File: src/rtl/apb_uart_fifo.sv
// apb_uart_fifo: APB3 slave UART with TX and RX byte FIFOs, a runtime baud
// divisor, sticky status flags and built-in 8N1 transmitter/receiver.
// Optional interrupt logic is compiled in when UART_IRQ_EN is defined.
//
// Bus handshake: an access fires on the clock edge where S_PSELx and
// S_PENABLE are both high; S_PREADY is always 1, so every access completes
// in that single cycle and takes effect exactly once. S_PRDATA and
// S_PSLVERR are combinational during the access phase.
module apb_uart_fifo #(
    parameter int BUS_WIDTH = 16,
    parameter int TX_DEPTH  = 8,
    parameter int RX_DEPTH  = 8,
    parameter int DIV_RESET = 434,
    parameter int DIV_WIDTH = 16
) (
    input  logic                 clk,
    input  logic                 reset_n,
    input  logic [1:0]           S_PADDR,
    input  logic                 S_PWRITE,
    input  logic                 S_PSELx,
    input  logic                 S_PENABLE,
    input  logic [BUS_WIDTH-1:0] S_PWDATA,
    output logic [BUS_WIDTH-1:0] S_PRDATA,
    output logic                 S_PREADY,
    output logic                 S_PSLVERR,
    output logic                 tx_wire,
    input  logic                 rx_wire,
    output logic                 irq
);
    localparam int TX_AW = $clog2(TX_DEPTH);
    localparam int RX_AW = $clog2(RX_DEPTH);

    localparam logic [1:0] ADDR_DATA   = 2'd0;
    localparam logic [1:0] ADDR_STATUS = 2'd1;
    localparam logic [1:0] ADDR_DIV    = 2'd2;
    localparam logic [1:0] ADDR_CTRL   = 2'd3;

    localparam logic [1:0] TX_IDLE  = 2'd0;
    localparam logic [1:0] TX_START = 2'd1;
    localparam logic [1:0] TX_DATA  = 2'd2;
    localparam logic [1:0] TX_STOP  = 2'd3;

    localparam logic [2:0] RX_IDLE  = 3'd0;
    localparam logic [2:0] RX_START = 3'd1;
    localparam logic [2:0] RX_DATA  = 3'd2;
    localparam logic [2:0] RX_STOP  = 3'd3;
    localparam logic [2:0] RX_WAIT  = 3'd4;

    // Bus decode
    logic w_access, w_wr, w_rd;
    logic w_data_wr, w_data_rd, w_status_rd, w_div_wr;
    assign w_access    = S_PSELx & S_PENABLE;
    assign w_wr        = w_access & S_PWRITE;
    assign w_rd        = w_access & ~S_PWRITE;
    assign w_data_wr   = w_wr & (S_PADDR == ADDR_DATA);
    assign w_data_rd   = w_rd & (S_PADDR == ADDR_DATA);
    assign w_status_rd = w_rd & (S_PADDR == ADDR_STATUS);
    assign w_div_wr    = w_wr & (S_PADDR == ADDR_DIV);

    // Registers
    logic [DIV_WIDTH-1:0] r_div;
    logic [DIV_WIDTH-1:0] w_wdiv;
    logic                 r_rx_ovf, r_tx_ovf, r_frame_err;
    assign w_wdiv = S_PWDATA[DIV_WIDTH-1:0];

    // TX FIFO
    logic [7:0]     r_tx_mem [TX_DEPTH];
    logic [TX_AW:0] r_tx_wp, r_tx_rp;
    logic           w_tx_empty, w_tx_full, w_tx_push, w_tx_pop, w_tx_drop;
    logic [7:0]     w_tx_head;

    // RX FIFO
    logic [7:0]     r_rx_mem [RX_DEPTH];
    logic [RX_AW:0] r_rx_wp, r_rx_rp;
    logic           w_rx_empty, w_rx_full, w_rx_push, w_rx_push_ok, w_rx_pop, w_rx_ovf_evt;
    logic [7:0]     w_rx_head;

    // TX engine
    logic [1:0]           r_tx_state;
    logic [DIV_WIDTH-1:0] r_tx_cnt;
    logic [2:0]           r_tx_bit;
    logic [7:0]           r_tx_shift;
    logic                 r_tx;

    // RX engine
    logic                 r_rx_s1, r_rx_s2, r_rx_prev;
    logic [2:0]           r_rx_state;
    logic [DIV_WIDTH-1:0] r_rx_cnt;
    logic [2:0]           r_rx_bit;
    logic [7:0]           r_rx_shift;
    logic                 w_ferr_evt;

    // TX FIFO flags; a pop frees a slot, so a push to a full FIFO still lands
    assign w_tx_empty = (r_tx_wp == r_tx_rp);
    assign w_tx_full  = (r_tx_wp[TX_AW] != r_tx_rp[TX_AW]) &&
                        (r_tx_wp[TX_AW-1:0] == r_tx_rp[TX_AW-1:0]);
    assign w_tx_head  = r_tx_mem[r_tx_rp[TX_AW-1:0]];
    assign w_tx_pop   = ~w_tx_empty & ((r_tx_state == TX_IDLE) |
                        ((r_tx_state == TX_STOP) && (r_tx_cnt == '0)));
    assign w_tx_push  = w_data_wr & (~w_tx_full | w_tx_pop);
    assign w_tx_drop  = w_data_wr & ~w_tx_push;

    // RX FIFO flags; a pop on empty is rejected
    assign w_rx_empty   = (r_rx_wp == r_rx_rp);
    assign w_rx_full    = (r_rx_wp[RX_AW] != r_rx_rp[RX_AW]) &&
                          (r_rx_wp[RX_AW-1:0] == r_rx_rp[RX_AW-1:0]);
    assign w_rx_head    = r_rx_mem[r_rx_rp[RX_AW-1:0]];
    assign w_rx_pop     = w_data_rd & ~w_rx_empty;
    assign w_rx_push    = (r_rx_state == RX_STOP) && (r_rx_cnt == '0) && r_rx_s2;
    assign w_ferr_evt   = (r_rx_state == RX_STOP) && (r_rx_cnt == '0) && !r_rx_s2;
    assign w_rx_push_ok = w_rx_push & (~w_rx_full | w_rx_pop);
    assign w_rx_ovf_evt = w_rx_push & ~w_rx_push_ok;

    // FIFO storage writes (no reset needed; pointers gate validity)
    always_ff @(posedge clk) begin
        if (w_tx_push) r_tx_mem[r_tx_wp[TX_AW-1:0]] <= S_PWDATA[7:0];
        if (w_rx_push_ok) r_rx_mem[r_rx_wp[RX_AW-1:0]] <= r_rx_shift;
    end

    // FIFO pointers
    always_ff @(posedge clk or negedge reset_n) begin
        if (!reset_n) begin
            r_tx_wp <= '0;
            r_tx_rp <= '0;
            r_rx_wp <= '0;
            r_rx_rp <= '0;
        end else begin
            if (w_tx_push)    r_tx_wp <= r_tx_wp + (TX_AW+1)'(1);
            if (w_tx_pop)     r_tx_rp <= r_tx_rp + (TX_AW+1)'(1);
            if (w_rx_push_ok) r_rx_wp <= r_rx_wp + (RX_AW+1)'(1);
            if (w_rx_pop)     r_rx_rp <= r_rx_rp + (RX_AW+1)'(1);
        end
    end

    // Divisor and sticky flags; a new event on a STATUS-read edge wins over the clear
    always_ff @(posedge clk or negedge reset_n) begin
        if (!reset_n) begin
            r_div       <= DIV_WIDTH'(DIV_RESET);
            r_rx_ovf    <= 1'b0;
            r_tx_ovf    <= 1'b0;
            r_frame_err <= 1'b0;
        end else begin
            if (w_div_wr) r_div <= (w_wdiv < DIV_WIDTH'(2)) ? DIV_WIDTH'(2) : w_wdiv;
            if (w_status_rd) begin
                r_rx_ovf    <= 1'b0;
                r_tx_ovf    <= 1'b0;
                r_frame_err <= 1'b0;
            end
            if (w_rx_ovf_evt) r_rx_ovf    <= 1'b1;
            if (w_tx_drop)    r_tx_ovf    <= 1'b1;
            if (w_ferr_evt)   r_frame_err <= 1'b1;
        end
    end

    // TX FSM: bit length latched from r_div at each bit start, so DIV writes apply at boundaries
    always_ff @(posedge clk or negedge reset_n) begin
        if (!reset_n) begin
            r_tx_state <= TX_IDLE;
            r_tx_cnt   <= '0;
            r_tx_bit   <= '0;
            r_tx_shift <= '0;
            r_tx       <= 1'b1;
        end else begin
            case (r_tx_state)
                TX_IDLE: begin
                    if (w_tx_pop) begin
                        r_tx_shift <= w_tx_head;
                        r_tx       <= 1'b0;
                        r_tx_cnt   <= r_div - DIV_WIDTH'(1);
                        r_tx_state <= TX_START;
                    end
                end
                TX_START: begin
                    if (r_tx_cnt == '0) begin
                        r_tx       <= r_tx_shift[0];
                        r_tx_shift <= r_tx_shift >> 1;
                        r_tx_bit   <= 3'd0;
                        r_tx_cnt   <= r_div - DIV_WIDTH'(1);
                        r_tx_state <= TX_DATA;
                    end else begin
                        r_tx_cnt <= r_tx_cnt - DIV_WIDTH'(1);
                    end
                end
                TX_DATA: begin
                    if (r_tx_cnt == '0) begin
                        r_tx_cnt <= r_div - DIV_WIDTH'(1);
                        if (r_tx_bit == 3'd7) begin
                            r_tx       <= 1'b1;
                            r_tx_state <= TX_STOP;
                        end else begin
                            r_tx       <= r_tx_shift[0];
                            r_tx_shift <= r_tx_shift >> 1;
                            r_tx_bit   <= r_tx_bit + 3'd1;
                        end
                    end else begin
                        r_tx_cnt <= r_tx_cnt - DIV_WIDTH'(1);
                    end
                end
                TX_STOP: begin
                    if (r_tx_cnt == '0) begin
                        if (w_tx_pop) begin
                            r_tx_shift <= w_tx_head;
                            r_tx       <= 1'b0;
                            r_tx_cnt   <= r_div - DIV_WIDTH'(1);
                            r_tx_state <= TX_START;
                        end else begin
                            r_tx_state <= TX_IDLE;
                        end
                    end else begin
                        r_tx_cnt <= r_tx_cnt - DIV_WIDTH'(1);
                    end
                end
                default: r_tx_state <= TX_IDLE;
            endcase
        end
    end

    // RX synchroniser plus previous-sample register for falling-edge detection
    always_ff @(posedge clk or negedge reset_n) begin
        if (!reset_n) begin
            r_rx_s1   <= 1'b1;
            r_rx_s2   <= 1'b1;
            r_rx_prev <= 1'b1;
        end else begin
            r_rx_s1   <= rx_wire;
            r_rx_s2   <= r_rx_s1;
            r_rx_prev <= r_rx_s2;
        end
    end

    // RX FSM: start bit checked at DIV/2, later samples every DIV cycles (mid-bit)
    always_ff @(posedge clk or negedge reset_n) begin
        if (!reset_n) begin
            r_rx_state <= RX_IDLE;
            r_rx_cnt   <= '0;
            r_rx_bit   <= '0;
            r_rx_shift <= '0;
        end else begin
            case (r_rx_state)
                RX_IDLE: begin
                    if (r_rx_prev && !r_rx_s2) begin
                        r_rx_cnt   <= (r_div >> 1) - DIV_WIDTH'(1);
                        r_rx_state <= RX_START;
                    end
                end
                RX_START: begin
                    if (r_rx_cnt == '0) begin
                        if (r_rx_s2) begin
                            r_rx_state <= RX_IDLE;
                        end else begin
                            r_rx_bit   <= 3'd0;
                            r_rx_cnt   <= r_div - DIV_WIDTH'(1);
                            r_rx_state <= RX_DATA;
                        end
                    end else begin
                        r_rx_cnt <= r_rx_cnt - DIV_WIDTH'(1);
                    end
                end
                RX_DATA: begin
                    if (r_rx_cnt == '0) begin
                        r_rx_shift <= {r_rx_s2, r_rx_shift[7:1]};
                        r_rx_cnt   <= r_div - DIV_WIDTH'(1);
                        if (r_rx_bit == 3'd7) r_rx_state <= RX_STOP;
                        else                  r_rx_bit   <= r_rx_bit + 3'd1;
                    end else begin
                        r_rx_cnt <= r_rx_cnt - DIV_WIDTH'(1);
                    end
                end
                RX_STOP: begin
                    if (r_rx_cnt == '0) r_rx_state <= r_rx_s2 ? RX_IDLE : RX_WAIT;
                    else                r_rx_cnt   <= r_rx_cnt - DIV_WIDTH'(1);
                end
                RX_WAIT: begin
                    if (r_rx_s2) r_rx_state <= RX_IDLE;
                end
                default: r_rx_state <= RX_IDLE;
            endcase
        end
    end

    logic [7:0] w_status;
    logic       w_tx_busy;
    logic [2:0] w_ctrl;
    assign w_tx_busy = (r_tx_state != TX_IDLE) | ~w_tx_empty;
    assign w_status  = {r_frame_err, r_tx_ovf, r_rx_ovf, w_tx_busy,
                        w_rx_empty, w_rx_full, w_tx_empty, w_tx_full};

`ifdef UART_IRQ_EN
    logic [2:0] r_ctrl;
    logic       r_irq;
    logic       w_ctrl_wr;
    assign w_ctrl_wr = w_wr & (S_PADDR == ADDR_CTRL);

    // CTRL enables and registered interrupt (rx_not_empty, tx_empty, sticky errors)
    always_ff @(posedge clk or negedge reset_n) begin
        if (!reset_n) begin
            r_ctrl <= '0;
            r_irq  <= 1'b0;
        end else begin
            if (w_ctrl_wr) r_ctrl <= S_PWDATA[2:0];
            r_irq <= (r_ctrl[0] & ~w_rx_empty) | (r_ctrl[1] & w_tx_empty) |
                     (r_ctrl[2] & (r_rx_ovf | r_tx_ovf | r_frame_err));
        end
    end
    assign w_ctrl = r_ctrl;
    assign irq    = r_irq;
`else
    assign w_ctrl = 3'b000;
    assign irq    = 1'b0;
`endif

    // Read mux: zero unless a read is selected; DATA shows the RX head before the pop
    always_comb begin
        S_PRDATA = '0;
        if (S_PSELx && !S_PWRITE) begin
            case (S_PADDR)
                ADDR_DATA:   if (!w_rx_empty) S_PRDATA[7:0] = w_rx_head;
                ADDR_STATUS: S_PRDATA[7:0] = w_status;
                ADDR_DIV:    S_PRDATA[DIV_WIDTH-1:0] = r_div;
                ADDR_CTRL:   S_PRDATA[2:0] = w_ctrl;
                default:     S_PRDATA = '0;
            endcase
        end
    end

    assign S_PREADY  = 1'b1;
    assign S_PSLVERR = w_tx_drop | (w_data_rd & w_rx_empty);
    assign tx_wire   = r_tx;

endmodule

File: config.mk
export PLATFORM = sky130hd
export DESIGN_NAME = apb_uart_fifo
export DESIGN_NICKNAME = d
export VERILOG_FILES = /design/src/rtl/apb_uart_fifo.sv
export SDC_FILE = /design/constraint.sdc
export NUM_CORES = 1
export LEC_CHECK = 0
export BUFFER_PORTS_ARGS = -buffer_cell sky130_fd_sc_hd__buf_2
export CORE_UTILIZATION = 30
export CTS_CLUSTER_DIAMETER = 60
export CTS_CLUSTER_SIZE = 14
export DETAILED_ROUTE_END_ITERATION = 7
export GPL_TIMING_DRIVEN = 0
export PLACE_DENSITY = 0.52
export REMOVE_ABC_BUFFERS = 1
export SLEW_MARGIN = 15
export SYNTH_ARGS = -nofsm -noshare
export SYNTH_HDL_FRONTEND = slang
export SYNTH_SLANG_ARGS = --single-unit
File: constraint.sdc
create_clock -name clk -period 3.3 [get_ports clk]
set_clock_uncertainty 0.15 [all_clocks]
set_input_delay 0.165 -clock clk [delete_from_list [all_inputs] [get_ports clk]]
set_output_delay 0.165 -clock clk [all_outputs]
set_load 0.03 [all_outputs]
==> run_results.csv, run 1 <==
group,metric,value,unit
outcome,outcome,"finished, final reports clean",
global_route,grt_pass1_wl,44300,um
finish,final_nets,1011,
worst_setup_path,crit_slowest_cell,"nor2_2",
clocking,cts_tree,"yes",
pwr,p_leak,0.00499,uW
sta,hold_viol,0,
clocking,cts_max_level,1,
sta,relSlewSlack,21.4,%
logic_synthesis,synth_area_leader_cell,"edfxtp_1",
logic_synthesis,synth_warnings,0,
clocking,cts_buffers,25,
worst_setup_path,cp-start-kind,"flip-flop",
worst_setup_path,path_max_fanout,9,
global_route,grt_use_total,14.7,%
logic_synthesis,syn_inst,919,
worst_setup_path,max_stage_delay,530,ps
place,dp_cells,1420,
sta,min_period,3130,ps
clocking,clockBufferDepth,3,
job,cap_violations,0,
logic_synthesis,yosysMostFrequentCell,"edfxtp_1",
logic_synthesis,synth_edf_count,128,
logic_synthesis,ys_seq_elements,226,
clocking,clkSinkCount,226,
drt,antenna_left,0,
global_route,grt_overflow,0,
sta,finalSetupTns,0,ps
pwr,power,10600,uW
finish,instances_no_fill,1497,
sta,worstMarginPinSlew,1180,ps
drt,drtIter0Drc,560,
die,die-area,39000,um2
sta,rsz0062_at_grt,"yes",
place,portBuffers,41,
sta,fin_crit_sh,94.7,%
logic_synthesis,synth_common_cells,"128 x edfxtp_1, 89 x dfrtp_1, 67 x nand2_1",
finish,area_growth,17.3,%
pwr,p_per_area,786,nW/um2
finish,fin_util,35.7,%
logic_synthesis,synthFlopType,"edfxtp_1",
die,start_util,30.4,%
logic_synthesis,syn_area,11500,um2
die,std_cell_rows,71,
drt,vias_per_cell,5.06,
sta,setup_slack,174,ps
worst_setup_path,cp_cell_sequence,"nor4_4 -> nand4_1 -> nor2_4 -> and4_1 -> nand2b_1 -> nor2_2",
worst_setup_path,cp.arrival,3150,ps
logic_synthesis,synth_cell_types,78,
logic_synthesis,synth_top_area_share,33.5,%
drt,first_pass_iters,5,
drt,wirelength,28200,um
place,globalplace.congestion,0.813,
global_route,grt_pass1_vias,7614,
drt,drcViolationCount,0,
die,die_y,198,um
finish,drive_above_1_share,22.1,%
die,die_x,198,um
pwr,ir_drop,0.587,mV
logic_synthesis,async_flop_share,43.4,%
logic_synthesis,synth_area_leaders,"edfxtp_1 34%, dfrtp_1 19%, mux4_2 6.3%, mux2_2 3.5%, mux2i_1 2.8%",
clocking,clk-insertion-delay-late,540,ps
worst_setup_path,cp-end-kind,"flip-flop",
die,fp.coreArea,37700,um2
logic_synthesis,ys_seq_area_share,55.0,%
worst_setup_path,worstSetupPathType,"flip-flop to flip-flop",
drt,wl_per_cell,18.8,um
hold_path,hp-class,"input pin to flip-flop",
clocking,clk_pin_slew_worst_paths,60,ps
logic_synthesis,synth.avg_cell_area,12.5,um2
global_route,antenna_found_initial,0,
sta,maxClockFrequency,320,MHz
place,dp_hpwl,19100,um
finish,antenna_cells,0,
sta,drv_slew,0,
worst_setup_path,required,3330,ps
clocking,clockRootBuffer,"clkbuf_16",
global_route,grt_max_degree,64,
place,dp_slack,-275,ps
drt,vias,7581,
die,io_pins,44,
sta,finalSetupViolCount,0,
cell usage in the layout, fill, tap and decap left out, types with 25 or more instances in the layout:
cell type / count
xor2_1: 31
buf_2: 40
nand2_1: 67
mux2i_1: 32
nor2_1: 47
o21ai_0: 45
clkbuf_16: 25
mux4_2: 32
dfrtp_1: 83
edfxtp_1: 128
mux2_2: 36
xnor2_1: 26
worst max-delay path: cells and delay by family, from the launching register on:
family        cells  cell delay [ps]
flops             1              500
simple gates      6             2110
report_power, final:
group | switching (uW) | internal [uW] | total, uW
Sequential | 680 | 3340 | 4020
Clock | 1250 | 1540 | 2790
Combinational | 2080 | 1680 | 3760
stage by stage:
stage               instance area (um2)  hold slack, ps
finish                            13400             102
global route                      13400            90.9
CTS                               13300            75.2
detailed placement                12200           -49.2
global placement                  12000             121
floorplan                         11200            -281
layout make-up:
type,count,area (um2)
clock inverter,12,150
sequential,226,6320
tap,511,639
fill,3716,24200
multi-input combinational,614,4990
timing repair buffer,79,604
inverter,21,78.8
clock buffer,34,659
state kept, by name (all words and copies together) (netlist names), 2 cells and up:
register	flops
r_rx_mem	64
r_tx_mem	64
r_div	16
r_rx_cnt	16
r_tx_cnt	16
r_rx_shift	8
r_tx_shift	8
r_rx_rp	4
r_rx_wp	4
r_tx_rp	4
r_tx_wp	4
r_rx_bit	3
r_rx_state	3
r_tx_bit	3
r_tx_state	2
kinds of logic (layout without fill, tap and decap cells):
kind of cell	after synthesis	count (layout)	synth area share [%]
AOI/OAI and AO/OA	168	168	9.98
xor gates and xnor gates	57	57	4.35
adders and majority gates	20	20	2.18
buffers and inverters	80	146	3.07
DFF	226	226	55.0
muxes	103	103	12.9
other	2	2	0.0655
and+or+nand+nor	263	264	12.4
metal layers:
| metal | up-vias | global-route usage [%] | wire [um] |
|---|---|---|---|
| met2 | 170 | 24.0 | 13300 |
| li1 | 3595 | - | - |
| met5 | - | 0 | 0 |
| met1 | 3784 | 20.4 | 13200 |
| met3 | 32 | 2.05 | 1250 |
| met4 | 0 | 3.45 | 483 |
final timing paths:
| check | startpoint | end | slack, ps | depth (start not counted) |
|---|---|---|---|---|
| worst max-delay path | r_rx_cnt[3] | r_rx_mem[4][0] | 170 | 6 |
| worst min-delay path | S_PSELx | r_rx_rp[0] | 100 | 5 |
| worst max register to register | r_rx_cnt[3] | r_rx_mem[4][0] | 170 | 6 |
| worst min register to register | r_rx_s1 | r_rx_s2 | 210 | 0 |
| max in group asynchronous | reset_n | tx_wire | 2040 | 4 |
| min in group asynchronous | reset_n | r_rx_s1 | 550 | 3 |
what timing repair did:
item / in CTS / in global routing
pin swaps: 1 / 1
buffers inserted: 2 / 3
gates resized for setup: 16 / 13
cloned: 1 / 0
endpoints found under the setup margin: 104 / 103
hold buffers: 25 / 0
endpoints found under the hold margin: 179 / 0
(Power assumes the default switching activity.)
==> run 2: changes to the inputs <==
--- a/config.mk
+++ b/config.mk
@@ -13,6 +13,7 @@
 export GPL_TIMING_DRIVEN = 0
 export PLACE_DENSITY = 0.52
 export REMOVE_ABC_BUFFERS = 1
+export SETUP_SLACK_MARGIN = 0.3
 export SLEW_MARGIN = 15
 export SYNTH_ARGS = -nofsm -noshare
 export SYNTH_HDL_FRONTEND = slang
==> run 2 against run 1 <==
First-iteration DRC count increased by 19%. Global-route usage rose by 0.13 points. Combinational power up 5.3%. Total power up 1.7%. Non-clock buffer count grew 21. Clock-buffer cell count did not move. Routed wire length is 1.7% higher. Sequential power barely moved.
==> run_results.csv, run 2 (synthesis results as in run 1) <==
group,metric,value,unit
outcome,outcome,"finished, final reports clean",
global_route,grt_pass1_vias,7638,
drt,drcViolationCount,0,
global_route,grt_use_total,14.8,%
sta,rsz0062_at_grt,"yes",
die,die_x,198,um
finish,antenna_cells,0,
worst_setup_path,reg2reg_depth,6,
worst_setup_path,reg2reg_from,"r_rx_cnt[3]",
sta,relSlewSlack,20.3,%
clocking,clk-insertion-delay-late,540,ps
drt,antenna_left,0,
clocking,clk_pin_slew_worst_paths,60,ps
die,std_cell_rows,71,
pwr,p_leak,0.00512,uW
worst_setup_path,crit_slowest_cell,"dfrtp_4",
clocking,clkSinkCount,226,
finish,area_growth,19.9,%
worst_setup_path,rrSetupSlack,380,ps
pwr,p_seq_share,37.2,%
sta,maxClockFrequency,336,MHz
sta,fin_crit_sh,90.3,%
drt,drtIter0Drc,665,
sta,drv_slew,0,
sta,setup_slack,321,ps
place,dp_hpwl,19100,um
die,io_pins,44,
drt,vias,7692,
clocking,clockBufferDepth,3,
clocking,cts_max_level,1,
pwr,power.internal,6680,uW
global_route,grt_pass1_wl,44600,um
global_route,grt_max_degree,64,
drt,wl_per_cell,18.9,um
clocking,clockRootBuffer,"clkbuf_16",
sta,worstMarginPinSlew,1200,ps
die,start_util,30.4,%
finish,drive_above_1_share,25.0,%
worst_setup_path,max_stage_delay,510,ps
pwr,sw_frac_of_total,37.9,%
finish,fill_cells,3696,
hold_path,hold_depth,5,
place,dp_slack,-275,ps
finish,layout_commonest_cell,"edfxtp_1",
pwr,p_sw,4070,uW
sta,finalSetupViolCount,0,
worst_setup_path,rr_endpoint,"r_rx_mem[4][7]",
hold_path,worstHoldEndpoint,"r_rx_rp[0]",
die,fp.coreArea,37700,um2
sta,min_period,2980,ps
drt,wirelength,28600,um
die,die-area,39000,um2
job,cap_violations,0,
hold_path,min_from,"S_PSELx",
global_route,grt_overflow,0,
worst_setup_path,crit_family,"simple AND/OR/NAND/NOR gates",
worst_setup_path,path_buf_inv,2,
pwr,p_per_area,782,nW/um2
clocking,cts_buffers,25,
finish,final_cell_mix,"128 x edfxtp_1, 80 x dfrtp_1, 67 x nand2_1, 46 x nor2_1, 45 x o21ai_0",
worst_setup_path,cp-end-kind,"output pin",
pwr,p_comb_share,36.8,%
sta,hold_ws,107,ps
hold_path,hp-class,"input pin to flip-flop",
clocking,cts_tree,"yes",
place,portBuffers,41,
finish,final_nets,1032,
die,die_y,198,um
worst_setup_path,required,2980,ps
worst_setup_path,cp_cell_sequence,"buf_6 -> xor2_4 -> nor4b_4 -> nand2b_4 -> a2bb2oi_1 -> a2bb2oi_2 -> nor2_1 -> buf_2",
global_route,antenna_found_initial,0,
sta,hold_viol,0,
place,globalplace.congestion,0.813,
worst_setup_path,worstSetupPathType,"flip-flop to output pin",
worst_setup_path,path_max_fanout,4,
drt,first_pass_iters,5,
pwr,power,10700,uW
worst_setup_path,cp.arrival,2660,ps
drt,vias_per_cell,5.07,
worst_setup_path,cp-start-kind,"flip-flop",
pwr,ir_drop,0.625,mV
pwr,p_clk_share,26.0,%
[run 2: changes by cell type in the layout (fill, tap and decap cells not counted), moves of 2 or more]
cell	before	now
a2bb2oi_1	8	6
a2bb2oi_2	0	2
buf_2	40	36
buf_4	10	31
buf_6	1	4
dfrtp_1	83	80
dfrtp_4	3	5
nor2_2	9	7
nor2_4	3	6
nor3_4	4	6
[run 2: routing by layer]
| layer | up-vias | wire [um] | part of all wire [%] | global-route usage, % |
|---|---|---|---|---|
| met1 | 3881 | 13300 | 46 | 20.7 |
| met3 | 29 | 1140 | 4.0 | 2.17 |
| met4 | 0 | 474 | 1.7 | 3.36 |
| met5 | - | 0 | 0 | 0 |
| met2 | 154 | 13700 | 48 | 24.1 |
| li1 | 3628 | - | - | - |
[run 2: timing repair]
| item | CTS | global route |
|---|---|---|
| hold buffers | 25 | 0 |
| buffers inserted | 10 | 16 |
| pin swaps | 4 | 8 |
| setup endpoints to repair | 154 | 124 |
| gates cloned | 1 | 0 |
| hold endpoints to repair | 179 | 0 |
| gates resized for setup | 35 | 28 |
[run 2: layout make-up]
type / count / area (um2) / share of cell area, %
Inverter: 21 / 78.8 / 0.573
Clock inverter: 12 / 150 / 1.09
Tap cell: 511 / 639 / 4.65
Sequential cell: 226 / 6330 / 46.1
Clock buffer: 34 / 659 / 4.80
Timing Repair Buffer: 100 / 796 / 5.79
Multi-Input combinational cell: 614 / 5090 / 37.0
[run 2: how the worst max path moves through the flow]
stage | startpoint | endpoint | cells after the start
CTS | r_rx_cnt[3] | r_rx_mem[4][7] | 6
finish | r_rx_rp[0] | S_PRDATA[4] | 8
detailed placement | r_tx_cnt[0] | r_tx_shift[6] | 8
global placement | r_tx_cnt[0] | r_tx_mem[2][4] | 7
global route | r_rx_cnt[3] | r_rx_mem[4][0] | 6
floorplan | r_tx_rp[0] | r_tx_mem[2][0] | 5
[run 2: metrics by stage]
| stage | instances | util, % | TNS [ps] | instance area, um2 |
|---|---|---|---|---|
| after floorplan | 860 | - | 0 | 11200 |
| after global placement | 1412 | 32.0 | -62980 | 12000 |
| after detailed placement | 1420 | 32.4 | -7860 | 12200 |
| after CTS | 1502 | 35.9 | 0 | 13500 |
| after global routing | 1518 | 36.5 | 0 | 13700 |
| final | 1518 | 36.5 | 0 | 13700 |
[run 2: worst min-delay path, stage by stage]
cell     delay (ps)
buf_2           110
nor2b_1         150
nand3_1         100
nor2_1           90
xor2_1          130
[run 2: power by group through the flow]
stage | sequential, uW | combinational [uW] | clock [uW]
4_1_cts | 4010 | 3830 | 2850
3_5_place_dp | 4060 | 3560 | 0
6_report | 4000 | 3960 | 2790
3_3_place_gp | 4040 | 3510 | 0
5_1_grt | 4060 | 4390 | 2960
2_1_floorplan | 3840 | 2770 | 0
